## src/rtl/main_pkg.sv

```systemverilog
// Shared types for the wall-following robot controller.
// State encoding and turn-sequence length.
package main_pkg;

  typedef enum logic [1:0] {
    SEARCH    = 2'd0,
    FOLLOW    = 2'd1,
    TURN_LEFT = 2'd2,
    GAP_FWD   = 2'd3
  } state_t;

  localparam logic [1:0] TURN_LEFT_ROTATIONS = 2'd3;

endpackage

```

## src/rtl/main_tick_divider.sv

```systemverilog
// Prescaler: one-cycle decision tick every
// CLK_FREQUENCY input clock cycles.
module tick_divider #(
  parameter int CLK_FREQUENCY = 5
) (
  input  logic initial_clk,
  input  logic rst_n,
  output logic tick
);

  localparam logic [31:0] LP_LAST = 32'(CLK_FREQUENCY - 1);

  logic [31:0] r_count;

  assign tick = (r_count == LP_LAST);

  // Free-running count, wraps on the tick cycle
  always_ff @(posedge initial_clk or negedge rst_n) begin
    if (!rst_n) begin
      r_count <= '0;
    end else if (tick) begin
      r_count <= '0;
    end else begin
      r_count <= r_count + 32'd1;
    end
  end

endmodule

```

## src/rtl/main.sv

```systemverilog
// Left-hand-rule wall follower: one front or
// rotate command per decision tick.
module main
  import main_pkg::*;
#(
  parameter int CLK_FREQUENCY = 5
) (
  input  logic initial_clk,
  input  logic rst_n,
  input  logic head,
  input  logic left,
  output logic front,
  output logic rotate
);

  logic       w_tick;
  state_t     r_state;
  state_t     w_state_nxt;
  logic [1:0] r_turns;
  logic [1:0] w_turns_nxt;
  logic [1:0] w_turns_inc;
  logic       w_front_nxt;
  logic       w_rotate_nxt;

  tick_divider #(
    .CLK_FREQUENCY(CLK_FREQUENCY)
  ) u_div (
    .initial_clk(initial_clk),
    .rst_n      (rst_n),
    .tick       (w_tick)
  );

  assign w_turns_inc = r_turns + 2'd1;

  // State, turn counter and commands advance only on tick
  always_ff @(posedge initial_clk or negedge rst_n) begin
    if (!rst_n) begin
      r_state <= SEARCH;
      r_turns <= 2'd0;
      front   <= 1'b0;
      rotate  <= 1'b0;
    end else if (w_tick) begin
      r_state <= w_state_nxt;
      r_turns <= w_turns_nxt;
      front   <= w_front_nxt;
      rotate  <= w_rotate_nxt;
    end
  end

  // Next state and turn counter from sensors
  always_comb begin
    w_state_nxt = SEARCH;
    w_turns_nxt = 2'd0;
    case (r_state)
      SEARCH: begin
        if (head || left) w_state_nxt = FOLLOW;
        else              w_state_nxt = SEARCH;
      end
      FOLLOW: begin
        if (!head && !left) begin
          w_state_nxt = TURN_LEFT;
          w_turns_nxt = 2'd1;
        end else begin
          w_state_nxt = FOLLOW;
        end
      end
      TURN_LEFT: begin
        if (w_turns_inc == TURN_LEFT_ROTATIONS) begin
          w_state_nxt = GAP_FWD;
          w_turns_nxt = 2'd0;
        end else begin
          w_state_nxt = TURN_LEFT;
          w_turns_nxt = w_turns_inc;
        end
      end
      GAP_FWD: w_state_nxt = FOLLOW;
      default: w_state_nxt = SEARCH;
    endcase
  end

  // Movement command for the coming step
  always_comb begin
    w_front_nxt  = 1'b0;
    w_rotate_nxt = 1'b0;
    case (r_state)
      SEARCH: begin
        w_rotate_nxt = head;
        w_front_nxt  = !head;
      end
      FOLLOW: begin
        w_front_nxt  = !head && left;
        w_rotate_nxt = head || !left;
      end
      TURN_LEFT: w_rotate_nxt = 1'b1;
      GAP_FWD: begin
        w_rotate_nxt = head;
        w_front_nxt  = !head;
      end
      default: begin
        w_front_nxt  = 1'b0;
        w_rotate_nxt = 1'b0;
      end
    endcase
  end

endmodule

```

## config.mk

```make
export PLATFORM = sky130hd
export DESIGN_NAME = main
export DESIGN_NICKNAME = d
export VERILOG_FILES = /design/src/rtl/main_pkg.sv /design/src/rtl/main_tick_divider.sv /design/src/rtl/main.sv
export SDC_FILE = /design/constraint.sdc
export NUM_CORES = 1
export LEC_CHECK = 0
export ABC_AREA = 1
export CAP_MARGIN = 20
export CORE_MARGIN = 2
export CORE_UTILIZATION = 60
export DETAILED_ROUTE_END_ITERATION = 10
export PLACE_DENSITY_LB_ADDON = 0.08
export SLEW_MARGIN = 10
export SYNTH_ARGS = -nofsm -noshare
export SYNTH_HDL_FRONTEND = slang
export SYNTH_SLANG_ARGS = --single-unit
```

## constraint.sdc

```tcl
create_clock -name initial_clk -period 1.6 [get_ports initial_clk]
set_input_delay 0.32 -clock initial_clk [delete_from_list [all_inputs] [get_ports initial_clk]]
set_output_delay 0.32 -clock initial_clk [all_outputs]
set_load 0.05 [all_outputs]
```

==> results.toml, run 1 <==
[setup_path]
start_kind = "flop"
worst-path-max-fanout = 5
critPathKind = "flop to flop"
setup.worst_path.end_class = "flop"
crit_path_top_delay_cell = "dfrtp_1"
crit_arrival_ns = 1.65
cpPeakStageDelay_ns = 0.40
worst_ep_required_time_ns = 1.79
crit_chain = "ha_1 -> nand2_1 -> inv_1 -> nand3_1 -> nor2_4 -> nand3_1 -> nand2_1 -> inv_1"

[logic_synthesis]
synth_seq_cells = 38
synth_cells = 345
synth_area_leaders = "dfrtp_1, nand2_1, nor2_1"
yosysWarningCount = 0
ys_seq_area_share_pct = 40.0
synth.distinct_cells = 21
synth_top_area_share_pct = 40.0
synth_top_area_cell = "dfrtp_1"
avgSynthCellArea_um2 = 6.89
syn_area_um2 = 2380
syn_nets = 355

[timing]
whs_ns = 0.493
finClkSkew_ns = 0.00408
timing.slew.headroom_pct = 70.4
tightest_slew_ns = 0.445
fin_crit_sh_pct = 90.9
period_minus_slack_ns = 1.45
drv_slew = 0
setup_viol = 0
fmax_mhz = 688
rsz0062_at_grt = "false"
hold_violations = 0
setup_tns_ns = 0

[clock_tree]
clockRootBuffer = "clkbuf_8"
h-tree-depth = 2
cts_inserted_buffers = 5
clockBufferDepth = 2
cts_tree = "done"
numClockSinks = 38
worstSkewPairLatency_ns = 0.29
clkTransAtPathRegs_ns = 0.08

[grt]
overflow = 0
grt_pass1_vias = 1952
grt_usage_pct = 26.0
antenna_found_initial = 0
grt_pass1_wl_mm = 8.69
grt_max_degree = 22

[floorplanning]
fp-row-count = 22
die_area_um2 = 4480
initial_core_util_pct = 63.5
die_w_um = 67.0
io_pins = 6
die_height_um = 67.0
core_area_um2 = 3740

[finish]
areaGrowthSynthToFinish_pct = 11.2
num_antenna_cells = 0
final_nets = 370
mostFrequentLayoutCell = "nand2_1"
mostFrequentLayoutCells = "nand2_1, nor2_1, inv_1, dfrtp_1, nand3_1"
drive_above_1_share_pct = 10.5

[pwr]
p_leak_nw = 1.47
powerDensity_nw_per_um2 = 830
vdd_drop_max_mv = 0.728

[placed_design]
dp_hpwl_mm = 3.80
place.port_buffers = 5
gp_congestion = 0.937

[routing]
drcViolationCount = 0
num_vias = 2025
viasPerCell = 4.95
first_pass_iters = 4
ant_nets = 0
wl_mm = 4.81
drt_iter0_drc = 122
routedWlPerCell_um = 11.8

[hold_path]
min_path_type = "flop to flop"

[status]
status = "complete, no violations"

[flow_run]
cap_violations = 0
[cell usage after synthesis (all sizes together)]
| master | count |
|---|---|
| nand3 | 22 |
| inv | 57 |
| xor2 | 7 |
| nand2 | 117 |
| xnor2 | 5 |
| dfrtp | 38 |
| o21bai | 2 |
| o22ai | 1 |
| and3 | 1 |
| o21ai | 6 |
| nor2 | 75 |
| nand4 | 2 |
| nor3 | 4 |
| nor3b | 2 |
| ha | 6 |
[power by group]
| part | switching [mW] | internal (mW) |
|---|---|---|
| sequential | 0.0415 | 1.01 |
| combinational | 0.214 | 0.118 |
| clock | 0.357 | 0.459 |
[worst max-delay path: cells and delay by family, from the launching register on]
family / cells / cell delay (ns)
AND/OR/NAND/NOR: 5 / 0.66
flip-flops: 1 / 0.40
adder cells (fa/ha/maj): 1 / 0.18
buffers and inverters: 2 / 0.13
[flip-flops by register name, summed over array words and instances (netlist names), named ones only]
register and flops:
r_state 1, front 1, u_div.r_count 32, rotate 1
r_turns 2
[cell type report]
type | count | area, um^2
Clock buffer | 5 | 68.8
Clock inverter | 3 | 40.0
Fill cell | 330 | 1100
Inverter | 57 | 214
Multi-Input combinational cell | 250 | 1230
Sequential cell | 38 | 951
Tap cell | 48 | 60.1
Timing Repair Buffer | 8 | 77.6
[cells by family (layout without fill, tap and decap cells)]
logic type | after synthesis | count (layout) | share of synthesized area, %
xor gates and xnor gates | 12 | 12 | 4.42
and+or+nand+nor | 223 | 223 | 41.3
buffers and inverters | 57 | 73 | 9.00
AOI/OAI and AO/OA | 9 | 9 | 2.16
DFF | 38 | 38 | 40.0
adders and majority gates | 6 | 6 | 3.16
[per-stage QoR]
step / utilization, % / cells / worst slack, ns / cell area [um^2] / power [mW]
after floorplan: - / 345 / 0.288 / 2380 / 1.29
final: 70.7 / 409 / 0.146 / 2650 / 2.20
after CTS: 70.1 / 409 / 0.0881 / 2630 / 2.21
after global routing: 70.7 / 409 / 0.00296 / 2650 / 2.30
after global placement: 66.9 / 400 / 0.117 / 2510 / 1.40
after detailed placement: 66.9 / 400 / 0.104 / 2510 / 1.40
[layer usage]
layer | routed length (um) | global-route usage (%)
met4 | 61 | 7.65
met2 | 2200 | 42.1
met3 | 151 | 5.07
met1 | 2390 | 35.2
met5 | 0 | 0
[timing repair]
action / in CTS / in global routing
endpoints found under the setup margin: 0 / 7
hold endpoints to repair: 17 / 0
hold buffers: 1 / 0
gates resized for setup: 0 / 6
buffers inserted: 0 / 0
[worst paths after layout]
| path | from | to | slack (ns) | cells past startpoint |
|---|---|---|---|---|
| hold / removal | rotate | rotate | 0.49 | 2 |
| min in group asynchronous | rst_n | u_div.r_count[11] | 0.50 | 2 |
| setup reg to reg | u_div.r_count[0] | u_div.r_count[30] | 0.15 | 8 |
| setup / recovery | u_div.r_count[0] | u_div.r_count[30] | 0.15 | 8 |
| max in group asynchronous | rst_n | u_div.r_count[30] | 0.64 | 3 |
| hold reg to reg | rotate | rotate | 0.49 | 2 |
(Power assumes the default switching activity.)
==> run 2: changes to the inputs <==
--- a/config.mk
+++ b/config.mk
@@ -10,6 +10,7 @@
 export CORE_MARGIN = 2
 export CORE_UTILIZATION = 60
 export DETAILED_ROUTE_END_ITERATION = 10
+export MAX_ROUTING_LAYER = met4
 export PLACE_DENSITY_LB_ADDON = 0.08
 export SLEW_MARGIN = 10
 export SYNTH_ARGS = -nofsm -noshare
==> results.toml, run 2 (synthesis gave the netlist of run 1 again) <==
[timing]
hold_violations = 0
setup_tns_ns = 0
finClkSkew_ns = 0.00811
timing.slew.headroom_pct = 70.0
tightest_slew_ns = 0.449
fmax_mhz = 689
rsz0062_at_grt = "false"
period_minus_slack_ns = 1.45
setup_viol = 0
drv_slew = 0
fin_crit_sh_pct = 90.6

[setup_path]
path_delay_family = "simple AND/OR/NAND/NOR gates"
crit_top_cell = "nand2_1"
path_buf_inv = 1
rr_endpoint = "u_div.r_count[31]"
cpPeakStageDelay_ns = 0.42
r2r_slack_ns = 0.15
crit_chain = "nand2_1 -> nor2_1 -> nand2_2 -> nor2_4 -> nand3_1 -> nand2_1 -> inv_1"
worst-path-max-fanout = 7
worstRegToRegCells = 7
rr_startpoint = "u_div.r_count[11]"
worst_ep_required_time_ns = 1.80
crit_path_top_delay_cell = "dfrtp_1"
setup.worst_path.end_class = "flop"
critPathKind = "flop to flop"
start_kind = "flop"
crit_arrival_ns = 1.65

[clock_tree]
clockBufferDepth = 2
cts_tree = "done"
worstSkewPairLatency_ns = 0.30
h-tree-depth = 2
clkTransAtPathRegs_ns = 0.08
cts_inserted_buffers = 5
clockRootBuffer = "clkbuf_8"
numClockSinks = 38

[floorplanning]
die_height_um = 67.0
die_w_um = 67.0
fp-row-count = 22
io_pins = 6
initial_core_util_pct = 63.5
core_area_um2 = 3740
die_area_um2 = 4480

[finish]
mostFrequentLayoutCell = "nand2_1"
reg_top3 = "u_div.r_count: 32 flops, r_turns: 2 flops"
mostFrequentLayoutCells = "nand2_1, nor2_1, inv_1, dfrtp_1, nand3_1"
regMostFlops = "u_div.r_count"
areaGrowthSynthToFinish_pct = 11.4
drive_above_1_share_pct = 9.94
num_antenna_cells = 0
largest_reg_flops = 32
final_nets = 371

[hold_path]
min-delay-start = "u_div.r_count[0]"
hold_depth = 1
min_path_type = "flop to flop"
hold-path-endpoint = "u_div.r_count[0]"

[routing]
routedWlPerCell_um = 11.7
first_pass_iters = 4
wl_mm = 4.79
num_vias = 2033
viasPerCell = 4.96
drcViolationCount = 0
drt_iter0_drc = 82
ant_nets = 0

[pwr]
p_leak_nw = 1.47
p_total_mw = 2.20
vdd_drop_max_mv = 0.670
powerDensity_nw_per_um2 = 832

[status]
status = "complete, no violations"

[grt]
grt_pass1_wl_mm = 8.11
antenna_found_initial = 0
grt_max_degree = 22
grt_pass1_vias = 1810
overflow = 0
grt_usage_pct = 25.3

[placed_design]
place.port_buffers = 5
dp_hpwl_mm = 3.68
gp_congestion = 0.907

[flow_run]
cap_violations = 0
==> run 2: timing repair <==
item / 4_1_cts / 5_1_grt
setup buffers: 0 / 1
hold endpoints to repair: 17 / 0
setup endpoints to repair: 0 / 10
hold buffers: 1 / 0
resized for setup: 0 / 5
==> run 2: final cells by class <==
class | count | area [um^2]
clock buffers | 7 | 76.3
multi-input cells | 250 | 1230
well taps | 48 | 60.1
flip-flops and latches | 38 | 951
repair buffers | 9 | 85.1
fillers | 322 | 1090
clock inverters | 1 | 30.0
inverters | 57 | 214
==> run 2: through the flow <==
step,utilization [%],setup WS [ns],std cells,hold WS (ns),area (um^2)
final,70.8,0.150,410,0.481,2650
after CTS,70.1,0.0947,409,0.487,2620
after global routing,70.8,0.000380,410,0.503,2650
after floorplan,-,0.288,345,0.0244,2380
after detailed placement,66.9,0.106,400,0.296,2510
after global placement,66.9,0.131,400,0.284,2510
==> run 2: worst max-delay path by stage <==
stage,start,endpoint,slack (ns),depth (start not counted)
2_1_floorplan,u_div.r_count[0],u_div.r_count[18],0.29,7
3_3_place_gp,u_div.r_count[0],front,0.13,9
3_5_place_dp,u_div.r_count[0],r_turns[1],0.11,9
4_1_cts,u_div.r_count[0],r_turns[1],0.09,9
5_1_grt,u_div.r_count[0],u_div.r_count[18],0.0004,7
6_report,u_div.r_count[11],u_div.r_count[31],0.15,7
==> run 2: worst reg2reg max path, cell delays in order (launching register included) <==
cell and delay (ns):
dfrtp_1 0.42, nand2_1 0.11, nor2_1 0.27, nand2_2 0.11, nor2_4 0.21, nand3_1 0.12
nand2_1 0.08, inv_1 0.03
==> run 2: where the power goes <==
group / internal [mW] / switching (mW)
clock: 0.467 / 0.356
sequential: 1.01 / 0.0379
combinational: 0.119 / 0.220
total: 1.59 / 0.614
==> run 2: routing by layer <==
| metal | share of wire (%) | track usage [%] | vias up |
|---|---|---|---|
| met2 | 45 | 36.9 | 42 |
| li1 | - | - | 1070 |
| met1 | 49 | 34.4 | 914 |
| met5 | 0 | - | - |
| met3 | 4.5 | 7.09 | 7 |
| met4 | 1.3 | 7.40 | 0 |
==> run 3: changes to the inputs <==
==> constraint.sdc (replaced) <==
create_clock -name initial_clk -period 1.7 [get_ports initial_clk]
set_input_delay 0.34 -clock initial_clk [delete_from_list [all_inputs] [get_ports initial_clk]]
set_output_delay 0.34 -clock initial_clk [all_outputs]
set_load 0.05 [all_outputs]
==> results.toml, run 3 (synthesis gave the netlist of run 1 again) <==
[status]
status = "complete, no violations"

[timing]
hold_violations = 0
timing.slew.headroom_pct = 71.3
setup_viol = 0
setup_tns_ns = 0
drv_slew = 0
fin_crit_sh_pct = 87.5
rsz0062_at_grt = "false"
period_minus_slack_ns = 1.49
fmax_mhz = 672
finClkSkew_ns = 0.00856
tightest_slew_ns = 0.431
whs_ns = 0.482

[flow_run]
cap_violations = 0

[clock_tree]
cts_tree = "done"
cts_hold_buf = 1
worstSkewPairLatency_ns = 0.30
numClockSinks = 38
h-tree-depth = 2
clockRootBuffer = "clkbuf_8"
clkTransAtPathRegs_ns = 0.08
clockBufferDepth = 2
post_cts_buffers = 0
cts_resized = 0
cts_inserted_buffers = 5

[finish]
fin_area_um2 = 2620
final_util_pct = 69.9
reg_top3 = "u_div.r_count: 32 flops, r_turns: 2 flops"
final_nets = 369
mostFrequentLayoutCells = "nand2_1, nor2_1, inv_1, dfrtp_1, nand3_1"
mostFrequentLayoutCell = "nand2_1"
num_antenna_cells = 0
regMostFlops = "u_div.r_count"
n_fill_cell = 348
largest_reg_flops = 32
drive_above_1_share_pct = 9.44
areaGrowthSynthToFinish_pct = 10.0

[grt]
grt_max_degree = 22
overflow = 0
grt_pass1_vias = 1855
antenna_found_initial = 0
grt_pass1_wl_mm = 8.14
grt_usage_pct = 25.2

[floorplanning]
fp-row-count = 22
io_pins = 6
initial_core_util_pct = 63.5
die_area_um2 = 4480
die_height_um = 67.0
die_w_um = 67.0
core_area_um2 = 3740

[hold_path]
min-delay-start = "u_div.r_count[0]"
min_path_type = "flop to flop"

[routing]
drt_iter0_drc = 128
num_vias = 2012
wl_mm = 4.82
viasPerCell = 4.93
routedWlPerCell_um = 11.8
first_pass_iters = 4
ant_nets = 0
drcViolationCount = 0

[setup_path]
cpPeakStageDelay_ns = 0.44
rr_startpoint = "u_div.r_count[8]"
crit_path_top_delay_cell = "dfrtp_1"
crit_top_cell = "nand2_1"
start_kind = "flop"
r2r_slack_ns = 0.21
path_buf_inv = 1
worst-path-max-fanout = 5
crit_arrival_ns = 1.68
setup.worst_path.end_class = "flop"
critPathKind = "flop to flop"
crit_chain = "nor2_1 -> nand2_1 -> nor2_1 -> nand2_1 -> nor2_2 -> inv_1 -> nand2_1 -> nand2_1"
path_delay_family = "simple AND/OR/NAND/NOR gates"
worst_ep_required_time_ns = 1.89
startpoint = "u_div.r_count[8]"

[pwr]
vdd_drop_max_mv = 0.691
p_leak_nw = 1.46
powerDensity_nw_per_um2 = 792

[placed_design]
placed_cell_area_um2 = 2500
dp_hpwl_mm = 3.84
place.port_buffers = 5
gp_congestion = 0.908
## run 3: changes by cell type in the layout (fill, tap and decap cells not counted)
cell	previous run	this run
nor2_2	3	6
nor2_4	10	7
buf_4	4	2
clkbuf_1	2	0
clkinv_2	0	2
inv_1	54	55
inv_2	3	2
nand3_1	21	22
nand3_2	1	0
## run 3: worst reg2reg max path, delay by kind of cell (launching register included)
family,cells,cell delay (ns)
buf+inv,1,0.15
flops,1,0.44
simple gates,7,0.80
## run 3: worst paths after layout
path,end,cells after the start
max,r_turns[1],8
min,u_div.r_count[0],1
max reg2reg,r_turns[1],8
min reg2reg,u_div.r_count[0],1
max in group asynchronous,u_div.r_count[12],3
min in group asynchronous,u_div.r_count[7],2
## run 3: final cells by class
class                   instances  area [um^2]  area share (%)
well taps                      48         60.1            2.29
multi-input cells             250         1210            46.4
inverters                      57          214            8.17
repair buffers                  7         70.1            2.68
flip-flops and latches         38          951            36.3
clock buffers                   5         68.8            2.63
clock inverters                 3         40.0            1.53
## run 3: stage by stage
step / worst slack, ns / cells / power (mW)
after global routing: 0.0219 / 408 / 2.17
after floorplan: 0.388 / 345 / 1.21
after global placement: 0.229 / 399 / 1.31
final: 0.213 / 408 / 2.07
after detailed placement: 0.205 / 399 / 1.33
after CTS: 0.201 / 408 / 2.09
## run 3: power breakdown
part           internal [mW]  total, mW  switching [mW]
clock                  0.432      0.767           0.335
sequential             0.946      0.986          0.0401
combinational          0.112      0.319           0.207
## run 3: routing by layer
metal	GRT usage [%]	vias to the layer above	wire, um
met2	41.0	31	2210
li1	-	1064	-
met5	-	-	0
met1	32.2	910	2400
met3	5.07	7	147
met4	6.89	0	56
